[src/rtl/hwt_input_cond_if.sv]
// Signal bundle between the raw input pins and the hwt input conditioner.
// master drives raw inputs and control; slave returns conditioned outputs.
interface hwt_input_cond_if #(
    parameter int EVT_W = 8
);
    logic             a_raw;
    logic             b_raw;
    logic             c_raw;
    logic             d_raw;
    logic             en;
    logic             clr;
    logic             a;
    logic             b;
    logic             c;
    logic             d;
    logic             chg;
    logic [EVT_W-1:0] evt_cnt;

    modport master (
        output a_raw, b_raw, c_raw, d_raw, en, clr,
        input  a, b, c, d, chg, evt_cnt
    );

    modport slave (
        input  a_raw, b_raw, c_raw, d_raw, en, clr,
        output a, b, c, d, chg, evt_cnt
    );
endinterface

[src/rtl/hwt_input_cond.sv]
// Synchronise and debounce four raw inputs feeding hwt's A..D,
// with a registered change strobe and a saturating event counter.
module hwt_input_cond #(
    parameter int SYNC_STAGES     = 2,
    parameter int DEBOUNCE_CYCLES = 4,
    parameter int EVT_W           = 8
) (
    input  logic            clk,
    input  logic            rst_n,
    hwt_input_cond_if.slave io
);
    localparam int CW = $clog2(DEBOUNCE_CYCLES + 1);
    localparam logic [CW-1:0] LAST = CW'(DEBOUNCE_CYCLES - 1);

    logic [3:0]       raw;
    logic [3:0]       s;
    logic [3:0]       q;
    logic [3:0]       flip;
    logic [3:0]       sync [SYNC_STAGES];
    logic [CW-1:0]    cnt  [4];
    logic             chg_q;
    logic [EVT_W-1:0] evt_q;

    assign raw = {io.d_raw, io.c_raw, io.b_raw, io.a_raw};
    assign s   = sync[SYNC_STAGES-1];

    always_ff @(posedge clk or negedge rst_n) begin
        if (!rst_n) begin
            for (int i = 0; i < SYNC_STAGES; i++) begin
                sync[i] <= '0;
            end
        end else begin
            sync[0] <= raw;
            for (int i = 1; i < SYNC_STAGES; i++) begin
                sync[i] <= sync[i-1];
            end
        end
    end

    // A channel qualifies once it has differed for DEBOUNCE_CYCLES edges
    always_comb begin
        flip = '0;
        for (int i = 0; i < 4; i++) begin
            flip[i] = io.en && (s[i] != q[i]) && (cnt[i] == LAST);
        end
    end

    always_ff @(posedge clk or negedge rst_n) begin
        if (!rst_n) begin
            q <= '0;
            for (int i = 0; i < 4; i++) begin
                cnt[i] <= '0;
            end
        end else begin
            for (int i = 0; i < 4; i++) begin
                if (!io.en || (s[i] == q[i])) begin
                    cnt[i] <= '0;
                end else if (flip[i]) begin
                    q[i]   <= s[i];
                    cnt[i] <= '0;
                end else begin
                    cnt[i] <= cnt[i] + CW'(1);
                end
            end
        end
    end

    always_ff @(posedge clk or negedge rst_n) begin
        if (!rst_n) begin
            chg_q <= 1'b0;
            evt_q <= '0;
        end else begin
            chg_q <= |flip;
            if (io.clr) begin
                evt_q <= '0;
            end else if ((|flip) && (evt_q != '1)) begin
                evt_q <= evt_q + EVT_W'(1);
            end
        end
    end

    assign io.a       = q[0];
    assign io.b       = q[1];
    assign io.c       = q[2];
    assign io.d       = q[3];
    assign io.chg     = chg_q;
    assign io.evt_cnt = evt_q;
endmodule

[src/flat_wrapper.sv]
// flat-port wrapper written by rule: the top's interface ports become plain ports
module hwt_input_cond_flat 
#(
    parameter int SYNC_STAGES     = 2,
    parameter int DEBOUNCE_CYCLES = 4,
    parameter int EVT_W           = 8
)
  (clk, rst_n, io_a_raw, io_b_raw, io_c_raw, io_d_raw, io_en, io_clr, io_a, io_b, io_c, io_d, io_chg, io_evt_cnt);
  hwt_input_cond_if #(.EVT_W(EVT_W)) io_i ();
  input  logic clk;
  input  logic rst_n;
  input wire logic [$bits(io_i.a_raw)-1:0] io_a_raw;
  input wire logic [$bits(io_i.b_raw)-1:0] io_b_raw;
  input wire logic [$bits(io_i.c_raw)-1:0] io_c_raw;
  input wire logic [$bits(io_i.d_raw)-1:0] io_d_raw;
  input wire logic [$bits(io_i.en)-1:0] io_en;
  input wire logic [$bits(io_i.clr)-1:0] io_clr;
  output wire logic [$bits(io_i.a)-1:0] io_a;
  output wire logic [$bits(io_i.b)-1:0] io_b;
  output wire logic [$bits(io_i.c)-1:0] io_c;
  output wire logic [$bits(io_i.d)-1:0] io_d;
  output wire logic [$bits(io_i.chg)-1:0] io_chg;
  output wire logic [$bits(io_i.evt_cnt)-1:0] io_evt_cnt;
  assign io_i.a_raw = io_a_raw;
  assign io_i.b_raw = io_b_raw;
  assign io_i.c_raw = io_c_raw;
  assign io_i.d_raw = io_d_raw;
  assign io_i.en = io_en;
  assign io_i.clr = io_clr;
  assign io_a = io_i.a;
  assign io_b = io_i.b;
  assign io_c = io_i.c;
  assign io_d = io_i.d;
  assign io_chg = io_i.chg;
  assign io_evt_cnt = io_i.evt_cnt;
  hwt_input_cond #(.SYNC_STAGES(SYNC_STAGES), .DEBOUNCE_CYCLES(DEBOUNCE_CYCLES), .EVT_W(EVT_W)) u_core (.clk(clk), .rst_n(rst_n), .io(io_i));
endmodule
[config.mk]
export PLATFORM = sky130hd
export DESIGN_NAME = hwt_input_cond_flat
export DESIGN_NICKNAME = d
export VERILOG_FILES = /design/src/rtl/hwt_input_cond_if.sv /design/src/rtl/hwt_input_cond.sv /design/src/flat_wrapper.sv
export SDC_FILE = /design/constraint.sdc
export NUM_CORES = 1
export LEC_CHECK = 0
export CELL_PAD_IN_SITES_DETAIL_PLACEMENT = 0
export CELL_PAD_IN_SITES_GLOBAL_PLACEMENT = 1
export CORE_ASPECT_RATIO = 0.9
export CORE_MARGIN = 1
export CORE_UTILIZATION = 45
export DETAILED_ROUTE_END_ITERATION = 10
export HOLD_SLACK_MARGIN = 0.15
export PLACE_DENSITY = 0.83
export SETUP_SLACK_MARGIN = 0.5
export SLEW_MARGIN = 10
export SYNTH_ARGS = -nofsm -noshare
export SYNTH_HDL_FRONTEND = slang
export SYNTH_SLANG_ARGS = --single-unit
[constraint.sdc]
create_clock -name clk -period 3.52 [get_ports clk]
set_clock_uncertainty 0.1 [all_clocks]
set_input_delay 0.88 -clock clk [delete_from_list [all_inputs] [get_ports clk]]
set_output_delay 0.88 -clock clk [all_outputs]
set_load 0.03 [all_outputs]
# [Word level (Yosys, flattened, before mapping)]
# Cells that the tools add are included.
[totals] out_inout_bits=13 mem_bits_rw=0 latchBits=0 mem_count=0 ff_bits=33 mem_bits_ro=0 in_bits=8
[classes] shifts=0 n_lt_le_gt_ge=0 multipliers=0 addsub=5 muxes=10 n_eq_ne=13 n_reduce_logical=20 div_mod_pow=0 n_bitwise=4
[ops] operator="3-bit 2-to-1 mux" count=8
[ops] operator="8-bit 2-to-1 mux" count=2
[ops] operator="3-bit by 1-bit adder with 3-bit output, second input constant" count=4
[ops] operator="3-bit by 2-bit == test with 1-bit output, second input constant" count=4
[ops] operator="1-bit logical AND" count=9
[ops] operator="8-bit by 1-bit adder with 8-bit output, second input constant" count=1
[ops] operator="8-bit inequality test, second input constant" count=1
[ops] operator="2-bit AND reduction" count=4
[ops] operator="1-bit == test" count=4
[ops] operator="1-bit logical OR" count=4
[ops] operator="1-bit inequality test" count=4
[ops] operator="1-bit inverter" count=4
[ops] operator="4-bit OR reduction" count=1
[ops] operator="2-bit nonzero test" count=1
[ops] operator="1-bit logical NOT" count=1

# [Depth between registers and ports, before layout]
[logic_depth] ltp_word=7 ltp_mapped=7

# [Worst setup path before layout]
# OpenSTA, ideal clock, no wires.
[synth_timing] path_type="input to register" from="input port io_en" to="register u_core.evt_q[2] (netlist: u_core.io.evt_cnt[2])" n_path_buf=0 cell_stages=4 setup_ps=128 path_slack_ps=1438 t_arrival_ps=1854 cell_sequence="and4b_4 nor4_4 nor3b_1 mux2_1"
[synth_between] elab_chain_cells=5 word_cells_on_any_way=11 cone_classes="reduce/logical: 11"
[synth_lines] element="from (decl)" line="flat_wrapper.sv:16" rtl="input wire logic [$bits(io_i.en)-1:0] io_en;"
[synth_lines] element="1-bit logical AND (2 in a row)" line="hwt_input_cond.sv:44" rtl="flip[i] = io.en && (s[i] != q[i]) && (cnt[i] == LAST);"
[synth_lines] element="4-bit OR reduction (*)" line="hwt_input_cond.sv:76" rtl="end else if ((|flip) && (evt_q != '1)) begin"
[synth_lines] element="1-bit logical AND (*)" line="hwt_input_cond.sv:76"
[synth_lines] element="2-bit nonzero test (no line) (*)"
[synth_lines] element="to (signal assigned)" line="hwt_input_cond.sv:77" rtl="evt_q <= evt_q + EVT_W'(1);"
[synth_lines] element="to (decl)" line="hwt_input_cond.sv:22" rtl="logic [EVT_W-1:0] evt_q;"
# Every way passes the cells marked *; elsewhere a longest branch is shown, timed or not.
# A chain may end at the register's enable or synchronous reset.

# [Worst setup path after layout]
# Ends and elaborated chain as after synthesis.

==> qor.txt <==
TritonCTS buffer count: 5
final WL: 2300 um
IO Pins: 21
outcome: complete, no violations
sequential element share of the synthesized area: 57.9%
pin count of the biggest net entering global routing: 34
metal2 WL: 1100 um
RR Startpoint: u_core.cnt[3]$_DFF_PN0_
worst endpoint required time: 3.64 ns
vias in the first global route: 940
initial drt markers: 41
P&R area growth vs syn: 22.7%
crit path max fanout: 16
Synth Instances: 113
measured slew at the worst slew-check pin: 0.721 ns
top sig layer: met4
first-pass GRT wire length: 4060 um
Yosys reg bits: 33
Final Setup Violations: 0
synth warn: 0
TNS Setup: 0 ns
antenna cells: 0
syn avg cell area: 12.6 um2
Pins Over Slew Limit: 0
die width: 61.3 um
Max Clk Rate: 367 MHz
VDD IR-drop max: 0.000273 V
Power Total: 763 uW
post-DR vias/cell: 5.34
post_cts resized: 0
WL met3: 106 um
Final nets: 151
detailed placement HPWL: 1700 um
unrepaired setup endpoints after global routing: false
DP Cell Count: 171
# Post-CTS Setup Buffers: 0
Final GP Congestion: 0.673
power per cell area: 437 nW/um2
HP Class: reg -> reg
area of the die: 3400 um2
GRT overflow: 0
number of max-cap violations: 0
Max Buffers Root-to-Sink: 2
Synthesized Nets: 126
Final Hold Vio Count: 0
crit path time final: 2.72 ns
antenna violations before repair: 0
WL/cell: 12.8 um
Sink Count: 33
Finished Layout Cells: 179
antenna violation net count after detailed routing: 0
Worst-path clk slew: 0.10 ns
Port Buffers: 20
Leak: 0.000832 uW
die height: 55.4 um
Slew HR: 51.5%
vias: 955
# fillers: 249
DR DRC count: 0
Worst Setup Start Kind: input port
worst setup path class: in -> reg
hold buffer count at cts: 0
GR Util All Layers: 16.8%
Starting Density: 49.4%
Crit. Startpoint: io_en
Yosys cell types: 34
share of cells above drive strength 1: 10.8%
crit end category: flip-flop
core region area: 2880 um2
CTS root buffer: clkbuf_4
Pre-antenna DRT Iters: 4
CTS tree: built
Site Rows: 18
# H-tree levels: 2
M1 WL: 1040 um
period utilization: 77.4%
worst endpoint data arrival time: 2.84 ns
hold_sp: u_core.sync[4]$_DFF_PN0_
worst skew pair latency: 0.33 ns
Mapped Area: 1430 um2
==> critical path, stage by stage <==
cell and delay, ns:
clkdlybuf4s50_1 0.52, and4b_4 0.29, nor4_4 0.68, nor3b_1 0.14, mux2_1 0.33
==> metrics by stage <==
step | hold slack (ns) | cell area (um2) | worst slack, ns | utilization, %
finish | 0.260 | 1750 | 0.796 | 60.6
global route | 0.278 | 1750 | 0.646 | 60.6
CTS | 0.261 | 1750 | 0.785 | 60.6
detailed placement | 0.238 | 1660 | 0.418 | 57.7
global placement | 0.232 | 1660 | 0.508 | 57.7
floorplan | 0.231 | 1430 | 1.44 | -
==> final cells by class <==
type                            count  area [um2]  area share, %
Clock inverter                      1        30.0           1.72
Timing Repair Buffer               21         208           11.9
Tap cell                           40        50.0           2.86
Multi-Input combinational cell     76         576           32.9
Sequential cell                    33         826           47.2
Inverter                            1        3.75          0.215
Clock buffer                        7        55.1           3.15
==> metal layers <==
layer | vias up | track usage, %
li1 | 459 | -
met1 | 470 | 21.9
met2 | 18 | 23.9
met3 | 8 | 6.09
met4 | 0 | 8.77
met5 | - | 0
==> final timing paths <==
| kind | endpoint | slack, ns | cells after the start |
|---|---|---|---|
| max | u_core.io.evt_cnt[2]$_DFFE_PN0P_ | 0.80 | 5 |
| min | u_core.s[0]$_DFF_PN0_ | 0.26 | 0 |
| max reg2reg | u_core.io.evt_cnt[2]$_DFFE_PN0P_ | 1.34 | 5 |
| min reg2reg | u_core.s[0]$_DFF_PN0_ | 0.26 | 0 |
| max in group asynchronous | u_core.cnt[7]$_DFF_PN0_ | 2.19 | 2 |
| min in group asynchronous | u_core.io.evt_cnt[3]$_DFFE_PN0P_ | 0.84 | 2 |
==> cells in the mapped netlist <==
cell type	instances	area (um2)
dfrtp_1	33	826
and3_1	7	43.8
a21oi_1	6	30.0
nand2_1	6	22.5
nor2_1	6	22.5
ha_1	5	62.6
nand2b_1	5	31.3
and2_1	4	25.0
and3b_1	4	35.0
mux2_1	4	45.0
xor2_1	4	35.0
and4b_4	2	27.5
nand3_1	2	10.0
o21ai_1	2	10.0
o41ai_1	2	17.5
or3_1	2	12.5
or4b_1	2	20.0
and4b_1	1	10.0
and4b_2	1	11.3
buf_1	1	3.75
buf_2	1	5.00
buf_6	1	11.3
inv_2	1	3.75
mux2_2	1	11.3
nor2b_1	1	6.26
nor3b_1	1	7.51
nor3b_2	1	12.5
nor4_4	1	21.3
nor4b_1	1	8.76
o21ai_0	1	5.00
o21bai_1	1	7.51
o31ai_1	1	7.51
or3b_1	1	8.76
or4_1	1	7.51
==> cells in the final DEF, fill, tap and decap left out, types with 2 or more instances in the layout <==
cell | synthesis | routed
nand2b_1 | 5 | 5
nand2_1 | 6 | 6
a21oi_1 | 6 | 6
and3b_1 | 4 | 4
clkbuf_4 | 0 | 5
nand3_1 | 2 | 2
and4b_4 | 2 | 2
dfrtp_1 | 33 | 33
o41ai_1 | 2 | 2
xor2_1 | 4 | 4
nor2_1 | 6 | 6
and3_1 | 7 | 7
clkdlybuf4s50_1 | 0 | 20
or4b_1 | 2 | 2
or3_1 | 2 | 2
and2_1 | 4 | 4
mux2_1 | 4 | 4
o21ai_1 | 2 | 2
ha_1 | 5 | 5
==> flip-flops by register name, indices dropped and copies added, names as in the netlist <==
register	count
u_core.q	4
u_core.sync	4
u_core.io.chg	1
u_core.s	4
u_core.cnt	12
u_core.io.evt_cnt	8
==> power breakdown <==
part           internal (uW)  total (uW)  switching [uW]
clock network            170         287             117
logic                   31.0        68.3            37.3
registers                397         408            11.2
==> cells by family (layout without fill, tap and decap cells) <==
family | after synthesis | in the layout | share of synthesized area [%]
DFF | 33 | 33 | 57.9
and+or+nand+nor | 49 | 49 | 24.1
buffers and inverters | 4 | 30 | 1.67
xor gates and xnor gates | 4 | 4 | 2.46
AOI/OAI and AO/OA | 13 | 13 | 5.44
muxes | 5 | 5 | 3.95
adders and majority gates | 5 | 5 | 4.39
Power figures use the tool's default switching activity.
